--- config.mk ---
export PLATFORM = sky130hd
export DESIGN_NAME = decoder_scan
export DESIGN_NICKNAME = d
export VERILOG_FILES = /design/src/rtl/decoder_pkg.sv /design/src/rtl/onehot_dec.sv /design/src/rtl/decoder_scan.sv
export SDC_FILE = /design/constraint.sdc
export NUM_CORES = 1
export LEC_CHECK = 0
export ABC_CLOCK_PERIOD_IN_PS = 3100
export BUFFER_PORTS_ARGS = -buffer_cell sky130_fd_sc_hd__buf_2
export CAP_MARGIN = 20
export CORE_MARGIN = 5
export CORE_UTILIZATION = 45
export DETAILED_ROUTE_END_ITERATION = 16
export PLACE_DENSITY = 0.72
export SETUP_SLACK_MARGIN = 0.1
export SLEW_MARGIN = 20
export SYNTH_ARGS = -nofsm -noshare
export SYNTH_HDL_FRONTEND = slang
export SYNTH_SLANG_ARGS = --single-unit
--- constraint.sdc ---
create_clock -name clk -period 3.1 [get_ports clk]
set_clock_uncertainty 0.1 [all_clocks]
set_input_delay 0.775 -clock clk [delete_from_list [all_inputs] [get_ports clk]]
set_output_delay 0.775 -clock clk [all_outputs]
set_load 0.01 [all_outputs]
--- src/rtl/decoder_pkg.sv ---
// Shared mode encoding for the scanning one-hot decoder.
package decoder_pkg;

    typedef enum logic [1:0] {
        MODE_OFF       = 2'b00,
        MODE_DIRECT    = 2'b01,
        MODE_SCAN_UP   = 2'b10,
        MODE_SCAN_DOWN = 2'b11
    } mode_e;

endpackage

--- src/rtl/onehot_dec.sv ---
// Combinational binary-to-one-hot decoder with an all-zero enable gate.
module onehot_dec #(
    parameter int SEL_W = 4
) (
    input  logic [SEL_W-1:0]    sel,
    input  logic                en,
    output logic [2**SEL_W-1:0] onehot
);

    always_comb begin
        onehot = '0;
        for (int i = 0; i < 2**SEL_W; i++) begin
            onehot[i] = en && (sel == SEL_W'(i));
        end
    end

endmodule

--- src/rtl/decoder_scan.sv ---
// One-hot decoder with direct select and dwell-timed up/down scanning.
module decoder_scan
    import decoder_pkg::*;
#(
    parameter int SEL_W = 4,
    parameter int DWELL = 1
) (
    input  logic                clk,
    input  logic                rst,
    input  logic                en,
    input  logic [1:0]          mode,
    input  logic [SEL_W-1:0]    sel_in,
    input  logic                load,
    output logic [2**SEL_W-1:0] d,
    output logic [SEL_W-1:0]    cur_sel,
    output logic                out_valid,
    output logic                wrap
);

    localparam int OUT_W = 2**SEL_W;
    localparam int CNT_W = $clog2(DWELL + 1);
    localparam logic [CNT_W-1:0] CNT_LAST = CNT_W'(DWELL - 1);

    mode_e            mode_q;
    logic [SEL_W-1:0] pos;
    logic [SEL_W-1:0] pos_nxt;
    logic [CNT_W-1:0] cnt;
    logic [CNT_W-1:0] cnt_nxt;
    logic             in_scan;
    logic             in_scan_nxt;
    logic             valid_nxt;
    logic             wrap_nxt;
    logic [OUT_W-1:0] d_nxt;

    assign mode_q  = mode_e'(mode);
    assign cur_sel = pos;

    // in_scan marks that the previous enabled cycle was already scanning,
    // so the first scan cycle after any other mode only presents pos.
    always_comb begin
        pos_nxt     = pos;
        cnt_nxt     = cnt;
        in_scan_nxt = in_scan;
        valid_nxt   = 1'b0;
        wrap_nxt    = 1'b0;
        if (en) begin
            unique case (mode_q)
                MODE_OFF: begin
                    in_scan_nxt = 1'b0;
                end
                MODE_DIRECT: begin
                    pos_nxt     = sel_in;
                    cnt_nxt     = '0;
                    in_scan_nxt = 1'b0;
                    valid_nxt   = 1'b1;
                end
                MODE_SCAN_UP, MODE_SCAN_DOWN: begin
                    valid_nxt   = 1'b1;
                    in_scan_nxt = 1'b1;
                    if (load) begin
                        pos_nxt = sel_in;
                        cnt_nxt = '0;
                    end else if (!in_scan) begin
                        cnt_nxt = '0;
                    end else if (cnt == CNT_LAST) begin
                        cnt_nxt = '0;
                        if (mode_q == MODE_SCAN_UP) begin
                            pos_nxt  = pos + 1'b1;
                            wrap_nxt = (pos == '1);
                        end else begin
                            pos_nxt  = pos - 1'b1;
                            wrap_nxt = (pos == '0);
                        end
                    end else begin
                        cnt_nxt = cnt + 1'b1;
                    end
                end
                default: begin
                    in_scan_nxt = 1'b0;
                end
            endcase
        end
    end

    onehot_dec #(
        .SEL_W(SEL_W)
    ) u_dec (
        .sel   (pos_nxt),
        .en    (valid_nxt),
        .onehot(d_nxt)
    );

    always_ff @(posedge clk) begin
        if (rst) begin
            pos       <= '0;
            cnt       <= '0;
            in_scan   <= 1'b0;
            d         <= '0;
            out_valid <= 1'b0;
            wrap      <= 1'b0;
        end else begin
            pos       <= pos_nxt;
            cnt       <= cnt_nxt;
            in_scan   <= in_scan_nxt;
            d         <= d_nxt;
            out_valid <= valid_nxt;
            wrap      <= wrap_nxt;
        end
    end

endmodule
-- After elaboration in Yosys (flattened, before gate mapping)
Cells that the tools add are included.
- word-level logic and storage cells: 70
- bits of input ports: 10
- register bits after elaboration: 24
- $add $sub $neg: 3
- bitwise logic cells: 3
- equality and inequality tests: 19
- multiplexer cells: 14
- reduce and logical (&&, ||, !) cells: 25
- operators with widths (cell ; count):
    $eq 4x4->1 const B ; 9
    $mux 4 ; 5
    $eq 4x3->1 const B ; 4
    $logic_and 1x1->1 ; 16
    $eq 4x2->1 const B ; 2
    $logic_not 4->1 ; 2
    $pmux 4 s2 ; 1
    $mux 1 ; 6
    $reduce_or 6->1 ; 1
    $add 4x1->4 const B ; 1
    $eq 2x2->1 const B ; 2
    $eq 4x1->1 const B ; 1
    $pmux 1 s2 ; 2
    $reduce_or 2->1 ; 2
    $sub 4x1->4 const B ; 1
    $not 1->1 ; 3
    $reduce_or 3->1 ; 1
    $eq 2x1->1 const B ; 1
    $logic_not 2->1 ; 1
    $reduce_and 2->1 ; 1
    $reduce_bool 2->1 ; 1
    $add 1x1->1 const B ; 1

-- Longest topological paths before layout
- depth after elaboration: 9
- depth in mapped cells: 8

-- Cells and area by module
A second synthesis with hierarchy kept.
- cell total of the unflattened synthesis: 124
- area total of the unflattened synthesis: 1086.0 um^2
- modules (own cells, without submodules) (module ; cells an instance ; times used ; area an instance (um^2) ; sequential area each (um^2)):
    decoder_scan ; 101 ; 1 ; 968.4 ; 460.4
    onehot_dec ; 23 ; 1 ; 117.6 ; 0.0

-- Worst setup path after synthesis
Ideal clock, no wire load.
- kind: input-to-reg
- from: input port mode[0]
- to: register d[13]
- setup time: 79 ps
- arrival time: 2242 ps
- required time: 2921 ps
- slack: 679 ps
- stages on the path: 8
- path through: nand2b_4 inv_1 fa_1 xnor2_1 mux2i_1 o31a_2 or2_1 nor3_1
- cells in the longest elaborated chain, start to end: 9
- elaborated cells on any way between the ends: 15
- classes of those cells: eq/ne: 4; mux: 8; reduce/logical: 3
- RTL lines (element ; line ; RTL):
    start, declared ; decoder_scan.sv:11 ; input logic [1:0] mode,
    $eq 2x2->1 ; decoder_scan.sv:47, decoder_scan.sv:67 ;
    $mux 4 ; decoder_scan.sv:67 ; if (mode_q == MODE_SCAN_UP) begin
    $mux 4 ; decoder_scan.sv:65 ; end else if (cnt == CNT_LAST) begin
    $mux 4 ; decoder_scan.sv:63 ; end else if (!in_scan) begin
    $mux 4 ; decoder_scan.sv:60 ; if (load) begin
    $pmux 4 s2 ; decoder_scan.sv:47 ; unique case (mode_q)
    $mux 4 ; decoder_scan.sv:46 ; if (en) begin
    $eq 4x4->1 ; onehot_dec.sv:13 ; onehot[i] = en && (sel == SEL_W'(i));
    $logic_and 1x1->1 (*) ; onehot_dec.sv:13 ;
    end signal, assigned ; decoder_scan.sv:105 ; d <= d_nxt;
    end, declared ; decoder_scan.sv:14 ; output logic [2**SEL_W-1:0] d,
Every way passes the cells marked *; elsewhere a longest branch is shown, timed or not.
A chain may end at the register's enable or synchronous reset.

-- Worst setup path in the final report
- from: input port mode[1]
- to: register d[8]
The elaborated chain is that of the path after synthesis.

==> reports/metrics.cfg <==
[hold_path]
hold_end=in_scan$_SDFFE_PP0P_
holdPathStages=2
hp-start=in_scan$_SDFFE_PP0P_
hold_class=flop to flop

[floorplan]
die_area_um2=3300
ioPinCount=32
rows=17
die_h_um=57.4
die_w_um=57.4
initial_core_util=0.467
coreArea_um2=2170

[route]
drc=0
drt-pass1-iter-count=4
vias=858
ant_nets=0
wl_per_cell_um=13.8
first_iter_violations=27
wl_mm=2.27
viasPerCell=5.23

[final_layout]
fin_cells=164
drive_gt1_frac=0.324
fin_util=0.552
nFillCells=212
area_delta_synth_final_pct=18.3
diodes=0
fin_nets=150

[cts]
cts_resized=0
cts_buffers=3
clk_latency_ns=0.30
cts-htree-levels=1
cts_setup_buffers=0
cts_buffer_depth=2
ctsHoldBuffers=0
clock-sinks=23
root_buffer=clkbuf_4
cts_tree=built
path_clk_slew_ns=0.12

[yosys]
yosysWarnings=0
synth_flop_cell=dfxtp_1
netlist_area_um2=1010
ys_types=40
syn_nets=118
synthArstFlopShare=0
ys_seq_area_frac=0.455
avgSynthCellArea_um2=9.64
synth_edf_count=0
synth-seq-cells=23
postSynthCellCount=105

[pwr]
p_switching_w=0.000151
p_clk_frac=0.236
leakagePower_nw=0.541
seqPwrFrac=0.576
combPwrFrac=0.188
cellInternalPower_w=0.000393
swShare=0.277
ir_worst_vdd_mv=0.233
p_per_area_nw_per_um2=454

[global_route]
grt_pass1_vias=823
antenna_found_initial=0
grt_overflow=0
grtUsageMet3=0.0271
grt_use_met1=0.189
grt_busiest_layer=met2
grtUsageTotal=0.148
grt_max_degree=14
grt_pass1_wl_mm=3.83
globalRouteMet2Util=0.250

[critical_path]
crit_type=primary input to flop
r2r_start=cur_sel[0]$_SDFF_PP0_
start_kind=primary input
arrival_ns=2.50
r2r_slack_ns=0.88
critPathRequiredTime_ns=3.18
rr_endpoint=d[7]$_SDFF_PP0_
cp_max_fo=11
worstSetupEndpointType=flop
r2r_cells=7

[timing]
finalSetupTns_ns=0
rsz0062_at_grt=false
drv_slew=0
tightest_slew_ns=0.420
finalCriticalPeriod_ns=2.42
final-setup-viol-count=0
finalHoldViolations=0
holdWs_ns=0.528
fmax_ghz=0.413
fin_crit_sh=0.781
relSlewSlack=0.720

[placed_design]
io_buffers=31
dp.final_hpwl_mm=1.71
dp.cells=160
routabilityCongestion=0.792

[job]
drv_cap=0

[run_status]
status=finished, final reports clean

power by group through the flow:
stage	Sequential [W]	Combinational [W]	Clock, W
finish	0.000313	0.000102	0.000128
global route	0.000315	0.000115	0.000138
CTS	0.000313	0.000102	0.000131
detailed placement	0.000320	0.000101	0
global placement	0.000320	0.0000990	0
floorplan	0.000321	0.0000736	0
cells in the final DEF (no fill, tap or decap), drive strengths merged, types with 2 or more instances in the layout:
cell    count
nor2b       2
dfxtp      23
clkbuf      3
nand2       7
nor2        8
nand2b      5
nor3       16
inv         4
xnor2       3
nor4        2
a21oi       4
nand3       2
ha          2
buf        31
o21ai       3
cell families after synthesis:
family,share of synthesized area
and+or+nand+nor,0.248
muxes,0.0247
DFF,0.455
AOI/OAI and AO/OA,0.147
buffers and inverters,0.0470
adders and majority gates,0.0445
xor gates and xnor gates,0.0334
worst max-delay path: stages:
cell	delay [ns]
buf_2	0.22
nand2b_4	0.11
ha_1	0.28
a21o_1	0.17
a21oi_2	0.15
xnor2_1	0.20
o2111a_1	0.48
nor3_1	0.11
Yosys cell counts (all sizes together) (2+ instances only):
cell,count,area share
dfxtp,23,0.45
nand3,2,0.0099
nor4,2,0.012
ha,2,0.025
o21ai,3,0.015
inv,4,0.015
nor3,16,0.079
nor2b,2,0.012
a21oi,4,0.023
nand2,7,0.028
xnor2,3,0.033
buf,4,0.032
nor2,8,0.030
nand2b,5,0.041
registers in the layout (all words and copies together), names as in the netlist:
register	count
wrap	1
cur_sel	4
out_valid	1
in_scan	1
d	16
metal layers:
layer  vias up  routed length, um
met5         -                  0
met4         0                 23
met3         2                196
met2        39               1090
met1       384                958
li1        433                  -
per-stage QoR:
stage | instance area, um^2 | setup WS, ns | power [W]
2_1_floorplan | 1010 | 0.679 | 0.000394
3_3_place_gp | 1170 | 0.426 | 0.000419
3_5_place_dp | 1170 | 0.372 | 0.000421
4_1_cts | 1200 | 0.687 | 0.000546
5_1_grt | 1200 | 0.486 | 0.000568
6_report | 1200 | 0.679 | 0.000544
final cells by class:
class | instances | area, um^2 | area share
multi-input cells | 74 | 504 | 0.421
inverters | 4 | 15.0 | 0.0125
clock inverters | 1 | 5.00 | 0.00418
flip-flops and latches | 23 | 460 | 0.385
repair buffers | 31 | 155 | 0.130
well taps | 28 | 35.0 | 0.0293
clock buffers | 3 | 22.5 | 0.0188
worst max-delay path by stage:
stage                        from  slack [ns]  cells past startpoint               end
final                     mode[1]        0.68                      8   d[8]$_SDFF_PP0_
after global routing      mode[0]        0.49                      9   d[7]$_SDFF_PP0_
after CTS                 mode[0]        0.69                      9   d[7]$_SDFF_PP0_
after detailed placement  mode[1]        0.37                      8  d[12]$_SDFF_PP0_
after global placement    mode[0]        0.43                      9   d[7]$_SDFF_PP0_
after floorplan           mode[0]        0.68                      8  d[13]$_SDFF_PP0_
No activity file was read; power rests on OpenSTA's default activity.
